===== config.mk =====
export PLATFORM = sky130hd
export DESIGN_NAME = tnn_neuron_seq_flat
export DESIGN_NICKNAME = d
export VERILOG_FILES = /design/src/rtl/tnn_neuron_seq_pkg.sv /design/src/rtl/tnn_neuron_seq_if.sv /design/src/rtl/tnn_neuron_seq_popcount.sv /design/src/rtl/tnn_neuron_seq.sv /design/src/flat_wrapper.sv
export SDC_FILE = /design/constraint.sdc
export NUM_CORES = 1
export LEC_CHECK = 0
export CAP_MARGIN = 20
export CORE_UTILIZATION = 57
export DETAILED_ROUTE_END_ITERATION = 10
export PLACE_DENSITY = 0.91
export RECOVER_POWER = 50
export SYNTH_ARGS = -nofsm -noshare
export SYNTH_HDL_FRONTEND = slang
export SYNTH_SLANG_ARGS = --single-unit

===== constraint.sdc =====
create_clock -name clk -period 10.4 [get_ports clk]
set_input_delay 1.04 -clock clk [delete_from_list [all_inputs] [get_ports clk]]
set_output_delay 1.04 -clock clk [all_outputs]
set_load 0.01 [all_outputs]

===== src/rtl/tnn_neuron_seq_pkg.sv =====
// Shared types and constants for the ternary neuron sequencer.
// The clog2 helper lets the top check its accumulator width at elaboration.
package tnn_pkg;

  localparam int WORD_W = 24;
  localparam int PC_W   = 5;

  typedef enum logic [1:0] {
    IDLE = 2'd0,
    POS  = 2'd1,
    NEG  = 2'd2,
    DONE = 2'd3
  } tnn_state_t;

  function automatic int clog2(input int value);
    int r;
    r = 0;
    for (int v = value - 1; v > 0; v = v >> 1) begin
      r++;
    end
    return r;
  endfunction

endpackage


===== src/rtl/tnn_neuron_seq_if.sv =====
// Beat input, result output and status signals of one neuron sequencer.
// The master drives beats and consumes results; the slave is the sequencer.
interface tnn_neuron_seq_if #(
  parameter int ACC_W = 8
);
  import tnn_pkg::*;

  logic [ACC_W-1:0]  cfg_thresh;
  logic              in_valid;
  logic              in_ready;
  logic [WORD_W-1:0] in_x;
  logic [WORD_W-1:0] in_wp;
  logic [WORD_W-1:0] in_wn;
  logic              out_valid;
  logic              out_ready;
  logic [ACC_W-1:0]  out_sum;
  logic              out_bit;
  logic              busy;

  modport master (
    output cfg_thresh, in_valid, in_x, in_wp, in_wn, out_ready,
    input  in_ready, out_valid, out_sum, out_bit, busy
  );

  modport slave (
    input  cfg_thresh, in_valid, in_x, in_wp, in_wn, out_ready,
    output in_ready, out_valid, out_sum, out_bit, busy
  );

endinterface


===== src/rtl/tnn_neuron_seq_popcount.sv =====
// Exact 24-bit population count, built as three byte counts summed together.
// Approximate variants with the same ports can be swapped in for exploration.
module popcount24_exact
  import tnn_pkg::*;
(
  input  logic [WORD_W-1:0] i_data,
  output logic [PC_W-1:0]   o_count
);

  genvar gi;
  generate
    for (gi = 0; gi < 3; gi++) begin : g_byte
      logic [3:0] w_cnt;
      always_comb begin
        w_cnt = '0;
        for (int b = 0; b < 8; b++) begin
          w_cnt = w_cnt + 4'(i_data[gi*8+b]);
        end
      end
    end
  endgenerate

  assign o_count = 5'(g_byte[0].w_cnt) + 5'(g_byte[1].w_cnt) + 5'(g_byte[2].w_cnt);

endmodule


===== src/rtl/tnn_neuron_seq.sv =====
// Ternary neuron sequencer: one shared popcount, time-multiplexed between the
// +1 mask (add) and -1 mask (subtract) of each beat; result on valid/ready.
module tnn_neuron_seq
  import tnn_pkg::*;
#(
  parameter int NWORDS = 4,
  parameter int ACC_W  = 8
) (
  input  logic            clk,
  input  logic            rst,
  tnn_neuron_seq_if.slave s_if
);

  localparam int BEAT_W = (NWORDS > 1) ? $clog2(NWORDS) : 1;
  localparam logic [BEAT_W-1:0] LAST_BEAT = BEAT_W'(NWORDS - 1);

  generate
    if (NWORDS < 1) begin : g_nwords_check
      $error("tnn_neuron_seq: NWORDS must be at least 1");
    end
    if (ACC_W < clog2(WORD_W * NWORDS + 1) + 1) begin : g_acc_w_check
      $error("tnn_neuron_seq: ACC_W too narrow for NWORDS beats");
    end
  endgenerate

  tnn_state_t               r_state;
  tnn_state_t               w_state_next;
  logic [BEAT_W-1:0]        r_beat;
  logic signed [ACC_W-1:0]  r_acc;
  logic signed [ACC_W-1:0]  r_thr;
  logic [WORD_W-1:0]        r_x;
  logic [WORD_W-1:0]        r_wp;
  logic [WORD_W-1:0]        r_wn;
  logic [WORD_W-1:0]        w_pc_in;
  logic [PC_W-1:0]          w_pc;
  logic signed [ACC_W-1:0]  w_pc_ext;

  popcount24_exact u_popcount (
    .i_data  (w_pc_in),
    .o_count (w_pc)
  );

  assign w_pc_ext = {{(ACC_W-PC_W){1'b0}}, w_pc};

  // Popcount input is forced to zero outside POS/NEG so the adder tree stays quiet.
  always_comb begin
    w_state_next = r_state;
    w_pc_in      = '0;
    case (r_state)
      IDLE: begin
        if (s_if.in_valid) begin
          w_state_next = POS;
        end
      end
      POS: begin
        w_pc_in      = r_x & r_wp;
        w_state_next = NEG;
      end
      NEG: begin
        w_pc_in      = r_x & r_wn;
        w_state_next = (r_beat == LAST_BEAT) ? DONE : IDLE;
      end
      DONE: begin
        if (s_if.out_ready) begin
          w_state_next = IDLE;
        end
      end
      default: w_state_next = IDLE;
    endcase
  end

  always_ff @(posedge clk or posedge rst) begin
    if (rst) begin
      r_state <= IDLE;
    end else begin
      r_state <= w_state_next;
    end
  end

  always_ff @(posedge clk or posedge rst) begin
    if (rst) begin
      r_beat <= '0;
      r_acc  <= '0;
      r_thr  <= '0;
      r_x    <= '0;
      r_wp   <= '0;
      r_wn   <= '0;
    end else begin
      case (r_state)
        IDLE: begin
          if (s_if.in_valid) begin
            r_x  <= s_if.in_x;
            r_wp <= s_if.in_wp;
            r_wn <= s_if.in_wn;
            // Threshold is frozen with the first beat of an evaluation.
            if (r_beat == '0) begin
              r_thr <= s_if.cfg_thresh;
            end
          end
        end
        POS: begin
          r_acc <= r_acc + w_pc_ext;
        end
        NEG: begin
          r_acc <= r_acc - w_pc_ext;
          if (r_beat != LAST_BEAT) begin
            r_beat <= r_beat + BEAT_W'(1);
          end
        end
        DONE: begin
          if (s_if.out_ready) begin
            r_acc  <= '0;
            r_beat <= '0;
          end
        end
        default: ;
      endcase
    end
  end

  assign s_if.in_ready  = (r_state == IDLE);
  assign s_if.out_valid = (r_state == DONE);
  assign s_if.out_sum   = (r_state == DONE) ? r_acc : '0;
  assign s_if.out_bit   = (r_state == DONE) && (r_acc >= r_thr);
  assign s_if.busy      = !((r_state == IDLE) && (r_beat == '0));

endmodule


===== src/flat_wrapper.sv =====
// flat-port wrapper written by rule: the top's interface ports become plain ports
module tnn_neuron_seq_flat import tnn_pkg::*;
#(
  parameter int NWORDS = 4,
  parameter int ACC_W  = 8
)
  (clk, rst, s_if_cfg_thresh, s_if_in_valid, s_if_in_x, s_if_in_wp, s_if_in_wn, s_if_out_ready, s_if_in_ready, s_if_out_valid, s_if_out_sum, s_if_out_bit, s_if_busy);
  tnn_neuron_seq_if #(.ACC_W(ACC_W)) s_if_i ();
  input  logic clk;
  input  logic rst;
  input wire logic [$bits(s_if_i.cfg_thresh)-1:0] s_if_cfg_thresh;
  input wire logic [$bits(s_if_i.in_valid)-1:0] s_if_in_valid;
  input wire logic [$bits(s_if_i.in_x)-1:0] s_if_in_x;
  input wire logic [$bits(s_if_i.in_wp)-1:0] s_if_in_wp;
  input wire logic [$bits(s_if_i.in_wn)-1:0] s_if_in_wn;
  input wire logic [$bits(s_if_i.out_ready)-1:0] s_if_out_ready;
  output wire logic [$bits(s_if_i.in_ready)-1:0] s_if_in_ready;
  output wire logic [$bits(s_if_i.out_valid)-1:0] s_if_out_valid;
  output wire logic [$bits(s_if_i.out_sum)-1:0] s_if_out_sum;
  output wire logic [$bits(s_if_i.out_bit)-1:0] s_if_out_bit;
  output wire logic [$bits(s_if_i.busy)-1:0] s_if_busy;
  assign s_if_i.cfg_thresh = s_if_cfg_thresh;
  assign s_if_i.in_valid = s_if_in_valid;
  assign s_if_i.in_x = s_if_in_x;
  assign s_if_i.in_wp = s_if_in_wp;
  assign s_if_i.in_wn = s_if_in_wn;
  assign s_if_i.out_ready = s_if_out_ready;
  assign s_if_in_ready = s_if_i.in_ready;
  assign s_if_out_valid = s_if_i.out_valid;
  assign s_if_out_sum = s_if_i.out_sum;
  assign s_if_out_bit = s_if_i.out_bit;
  assign s_if_busy = s_if_i.busy;
  tnn_neuron_seq #(.NWORDS(NWORDS), .ACC_W(ACC_W)) u_core (.clk(clk), .rst(rst), .s_if(s_if_i));
endmodule

==> results of run 1 <==
-- how the worst min path moves through the flow --
stage,endpoint,depth (start not counted),start,slack [ns]
final,u_core.r_wn[8],1,u_core.r_wn[8],0.50
after global routing,u_core.r_wn[8],1,u_core.r_wn[8],0.52
after CTS,u_core.r_wn[8],1,u_core.r_wn[8],0.50
after detailed placement,u_core.r_wn[8],1,u_core.r_wn[8],0.48
after global placement,u_core.r_wn[8],1,u_core.r_wn[8],0.47
after floorplan,u_core.r_wn[4],1,u_core.r_wn[4],0.46
-- critical path, delay by kind of cell, from the launching register on --
| family | cells | cell delay [ns] |
|---|---|---|
| buf+inv | 6 | 0.39 |
| mux | 1 | 0.38 |
| compound gates | 6 | 1.42 |
| fa+ha+maj | 10 | 5.04 |
| simple gates | 3 | 0.30 |
| flops | 1 | 0.42 |
-- Yosys cell counts (2+ instances only) --
master / number
nand3_1: 21
a22o_1: 2
a21oi_1: 12
mux2_1: 10
nor2_1: 16
dfrtp_1: 92
and2_1: 8
nor3_1: 2
ha_1: 27
o21ai_0: 6
a31oi_1: 2
buf_2: 2
o31ai_1: 6
a21o_1: 2
mux2_2: 89
nand2b_1: 3
xnor2_1: 4
fa_1: 18
o21a_1: 2
nand2_1: 21
clkbuf_1: 15
xor2_1: 4
mux2i_1: 5
inv_1: 43
o21ai_1: 4
nor2b_1: 6
-- metrics by stage --
| step | area, sq um | utilization [%] | std cells | setup slack [ns] | hold WS [ns] |
|---|---|---|---|---|---|
| after CTS | 6375 | 73.10 | 639 | 2.881 | 0.4974 |
| final | 6372 | 73.07 | 640 | 2.311 | 0.4967 |
| after detailed placement | 6191 | 70.99 | 623 | 2.960 | 0.4766 |
| after global routing | 6372 | 73.07 | 640 | 1.784 | 0.5235 |
| after floorplan | 5150 | - | 435 | 3.367 | 0.4585 |
| after global placement | 6191 | 70.99 | 623 | 3.160 | 0.4690 |
-- state kept, by name (all words and copies together) (netlist names) --
name and flops:
u_core.r_acc 8, u_core.r_thr 8, u_core.r_wn 24, u_core.r_beat 2, u_core.r_state 2, u_core.r_wp 24
u_core.r_x 24
-- cell families (layout without fill, tap and decap cells) --
kind of cell / count (synthesis) / after routing / synth area share [%]
compound gates: 44 / 44 / 5.564
xor+xnor: 8 / 8 / 1.360
fa+ha+maj: 45 / 45 / 13.56
buf+inv: 60 / 157 / 4.422
flops: 92 / 92 / 44.70
mux: 104 / 104 / 22.62
simple gates: 82 / 82 / 7.775
-- layer usage --
layer / share of wire (%) / vias up / global-route usage (%)
li1: - / 1681 / -
met1: 42 / 1775 / 29.01
met2: 53 / 106 / 42.58
met3: 4.3 / 10 / 4.173
met4: 0.88 / 0 / 5.511
met5: 0 / - / 0
-- cell type report --
| class | instances | area, sq um |
|---|---|---|
| clock buffer | 10 | 137.6 |
| inverter | 43 | 162.7 |
| tap | 108 | 135.1 |
| multi-input combinational | 283 | 2623 |
| sequential | 92 | 2302 |
| timing repair buffer | 98 | 965.9 |
| clock inverter | 6 | 46.29 |
| fill | 574 | 2349 |
==> metrics, run 1 <==
RSZ-0062 raised after global routing=false; layout cell share with drive strength beyond 1=20.49%; DR vias=3,572; hpwl dp=7.384 mm; cell taking the most area after synthesis=dfrtp_1; CP Capture Type=flop; Die X=97.05 um; drt drc=0; full die area=9419 sq um; Yosys top cell area share=44.70%; initial antenna violation count=0; clk_lat worst skew=0.37 ns; gr usage total=23.45%; critical path launch point=u_core.r_state[0]; reg-to-reg startpoint=u_core.r_state[0]; Final Hold Vio Count=0; Setup TNS Final=0 ns; post_cts resized=0; Syn-to-layout area delta=23.74%; Tightest Pin Transition=2.481 ns; first-pass GRT wire length=17.76 mm; flop2flop setup slack=2.31 ns; antenna cell count=0; most frequent cells in the layout=clkdlybuf4s50_1 (93), dfrtp_1 (92), mux2_2 (89), inv_1 (42), ha_1 (27); status=finished, violations left; top cells by area, synth=dfrtp_1 (45%), mux2_2 (19%), fa_1 (7.0%), ha_1 (6.6%), inv_1 (3.1%); CP arrival=8.35 ns; Vias/cell=5.581; cts hold-fix bufs=0; Initial DRC Count=154; largest net degree at the start of global routing=93; Setup Crit Path Kind=flop to flop; H-tree depth=3; Critical Path RT=10.66 ns; #FFs+latches synth=92; crit path to=u_core.r_acc[7]; Synth async-reset ratio=100.0%; number of global-route vias before repair=3,841; Core ar.=8721 sq um; Seq/Total Area, Yosys=44.70%; minimum clock period=8.089 ns; failing checks=capacitance limit, slew limit; final worst path period share=77.78%; clk sinks=92; worst-path fanout max=36; Min-Delay Path Class=flop to flop; NumNets Final=656; boundary pin count=96; CP peak stage delay=1.22 ns; post-CTS setup buffer count=0; port bufs=95; clock skew=0.009170 ns; Startpoint Class=flop; R2R depth=26; post-synthesis cell area=5150 sq um; syn_area_per_cell=11.84 sq um; Post-Syn Nets=564; drt first pass iters=4; GRT overflow=0; Clock Path Buffers=2; clock-pin slew on the worst setup and hold paths=0.09 ns; Crit Reg-Reg Endpoint=u_core.r_acc[7]; Routed WL=10.31 mm; Synth Flop Type=dfrtp_1; count of final setup violators=0; WL/cell=16.11 um; Chip Height=97.05 um; CTS buffer count=9; root buffer cell=clkbuf_8; Slew Viols, Final=132; max_cap viols=3; Worst slew margin=-65.43%; Detail Route Antenna Nets=0; synth warn=0; TritonCTS clock tree=built; most common cell after layout, fill and taps aside=clkdlybuf4s50_1; Starting Density=59.05%; routability cong.=0.7919; Highest Clock Rate=123.6 MHz; Syn Inst Count=435; EDFF count, synth=0; Cell Rows=34; Slowest-stage cell, CP=ha_1; count of different cell masters after synthesis=39
Power of run 1 is not shown: default switching activity piles up to over one toggle a cycle in this logic, so the estimate is an artifact.
==> inputs of run 2 (changes only) <==
CORE_UTILIZATION = 48   (was 57)
PLACE_DENSITY = 0.82   (was 0.91)
clock period = 7.25 ns   (was 10.4 ns; I/O delays follow)
==> run 2 against run 1 <==
- the flow still finishes with violations (capacitance limit, slew limit)
- clock skew grew 0.0083 ns
- hold slack gained 0.0042 ns
- utilization shrank 10 points
- sequential cell count is the same
- largest cell class unchanged
- routed wire length shrank 1.4%
- final cell count grew 5.3%
- register-to-register slack lost 2.0 ns
- via count shrank 2.6%
- clock-buffer cell count grew 2
- first-iteration DRC count shrank 6.5%
==> metrics, run 2 (synthesis results as in run 1) <==
cts hold-fix bufs=0 (unchanged); clock skew=0.01747 ns (+0.008302 ns); antenna cell count=0 (unchanged); first-pass GRT wire length=17.02 mm (-4.2%); number of global-route vias before repair=3,647 (-5.1%); Worst slew margin=-110.4% (-45 points); Chip Height=105.6 um (+8.8%); Die X=105.6 um (+8.8%); clk sinks=92 (unchanged); largest net degree at the start of global routing=61 (-34%); Slew Viols, Final=61 (-54%); gr usage total=19.65% (-3.8 points); most common cell after layout, fill and taps aside=clkdlybuf4s50_1; boundary pin count=96 (unchanged); Syn-to-layout area delta=26.00%; initial antenna violation count=0 (unchanged); clock-pin slew on the worst setup and hold paths=0.10 ns (about the same); TritonCTS clock tree=built; Setup Crit Path Kind=flop to flop; Startpoint Class=flop; layout cell share with drive strength beyond 1=21.75% (+1.3 points); Core ar.=10,370 sq um (+19%); GRT overflow=0 (unchanged); fill cell count=812 (+41%); H-tree depth=3 (unchanged); most frequent cells in the layout=clkdlybuf4s50_1 (93), dfrtp_1 (92), mux2_2 (89), inv_1 (42), ha_1 (25); DR vias=3,479 (-2.6%); routability cong.=0.7930 (+0.14%); Final Hold Vio Count=0 (unchanged); full die area=11,150 sq um (+18%); final worst path period share=96.07% (+18 points); status=finished, violations left; Slowest-stage cell, CP=fa_1; Routed WL=10.17 mm (-1.4%); port bufs=95 (unchanged); Clock Path Buffers=2 (unchanged); Initial DRC Count=144 (-6.5%); Highest Clock Rate=143.6 MHz (+16%); clk_lat worst skew=0.37 ns (about the same); count of final setup violators=0 (unchanged); NumNets Final=663 (+1.1%); CP peak stage delay=0.54 ns (-0.68 ns); CTS buffer count=9 (unchanged); Cell Rows=37 (+8.8%); CP Capture Type=flop; Top Registers=u_core.r_wn (24), u_core.r_wp (24), u_core.r_x (24); Min-Delay Path Class=flop to flop; root buffer cell=clkbuf_8; drt first pass iters=4 (unchanged); worst-path fanout max=4 (-89%); final worst slack=0.2850 ns (-2.026 ns); Detail Route Antenna Nets=0 (unchanged); failing checks=capacitance limit, slew limit; Vias/cell=5.162 (-7.5%); hpwl dp=7.584 mm (+2.7%); CP arrival=7.24 ns (-1.11 ns); drt drc=0 (unchanged); Critical Path RT=7.52 ns (-3.14 ns); minimum clock period=6.965 ns (-1.124 ns); Starting Density=49.66% (-9.4 points); fin util=62.57% (-10 points); Place WS=0.1802 ns (-2.779 ns); WL/cell=15.09 um (-6.3%); Tightest Pin Transition=3.156 ns (+0.6747 ns); max_cap viols=2 (-1)
## run 2: cell types whose count changed in the layout (fill, tap and decap cells not counted), sizes merged
cell      before  now
buf            1    8
clkbuf        12   14
inv           44   42
clkinvlp       3    2
## run 2: worst max-delay path, delay by kind of cell (launching register included)
family	cells	cell delay (ns)
flops	1	0.43
fa+ha+maj	10	3.90
simple gates	4	0.65
compound gates	5	0.97
mux	1	0.33
buf+inv	7	0.61
## run 2: what timing repair did
action	CTS	global route
resized for setup	0	3
setup endpoints to repair	0	1
buffers inserted	0	6
## run 2: stage by stage
stage,instance area [sq um],hold slack [ns],TNS (ns),instances
after floorplan,5150,0.4585,0,435
after global placement,6241,0.4690,0,653
after detailed placement,6241,0.4847,0,653
after CTS,6427,0.5056,0,668
after global routing,6489,0.5199,-0.02623,674
final,6489,0.5009,0,674
## run 2: metal layers
layer	routed length (um)	global-route usage [%]	part of all wire, %	vias up
met2	4856	32.33	48	92
met4	233	8.631	2.3	0
met3	400	3.340	3.9	15
met5	0	0	0	-
met1	4678	25.67	46	1689
li1	-	-	-	1683
## run 2: path summary, 6_finish.rpt
kind | to | depth (start not counted) | from | slack, ns
worst max register to register | u_core.r_acc[7] | 27 | u_core.r_state[0] | 0.28
min in group asynchronous | u_core.r_thr[7] | 2 | rst | 1.14
max in group asynchronous | u_core.r_x[11] | 3 | rst | 2.55
worst min register to register | u_core.r_x[5] | 1 | u_core.r_x[5] | 0.50
worst max-delay path | u_core.r_acc[7] | 27 | u_core.r_state[0] | 0.28
worst min-delay path | u_core.r_x[5] | 1 | u_core.r_x[5] | 0.50
## run 2: area by class of cell
type / count / area [sq um] / area share (%)
repair buffers: 105 / 1022 / 15.75
clock inverters: 3 / 21.27 / 0.3278
inverters: 43 / 162.7 / 2.507
clock buffers: 12 / 165.2 / 2.545
multi-input cells: 283 / 2645 / 40.76
flip-flops and latches: 92 / 2302 / 35.48
well taps: 136 / 170.2 / 2.622
Power of run 2 is left out for the same reason.
==> inputs of run 3 (changes only) <==
ABC_CLOCK_PERIOD_IN_PS = 7250   (was not set)
==> results of run 3 <==
Same layout as run 2: the final DEF is identical, and so are final timing and power.
Power of run 3 is left out for the same reason.
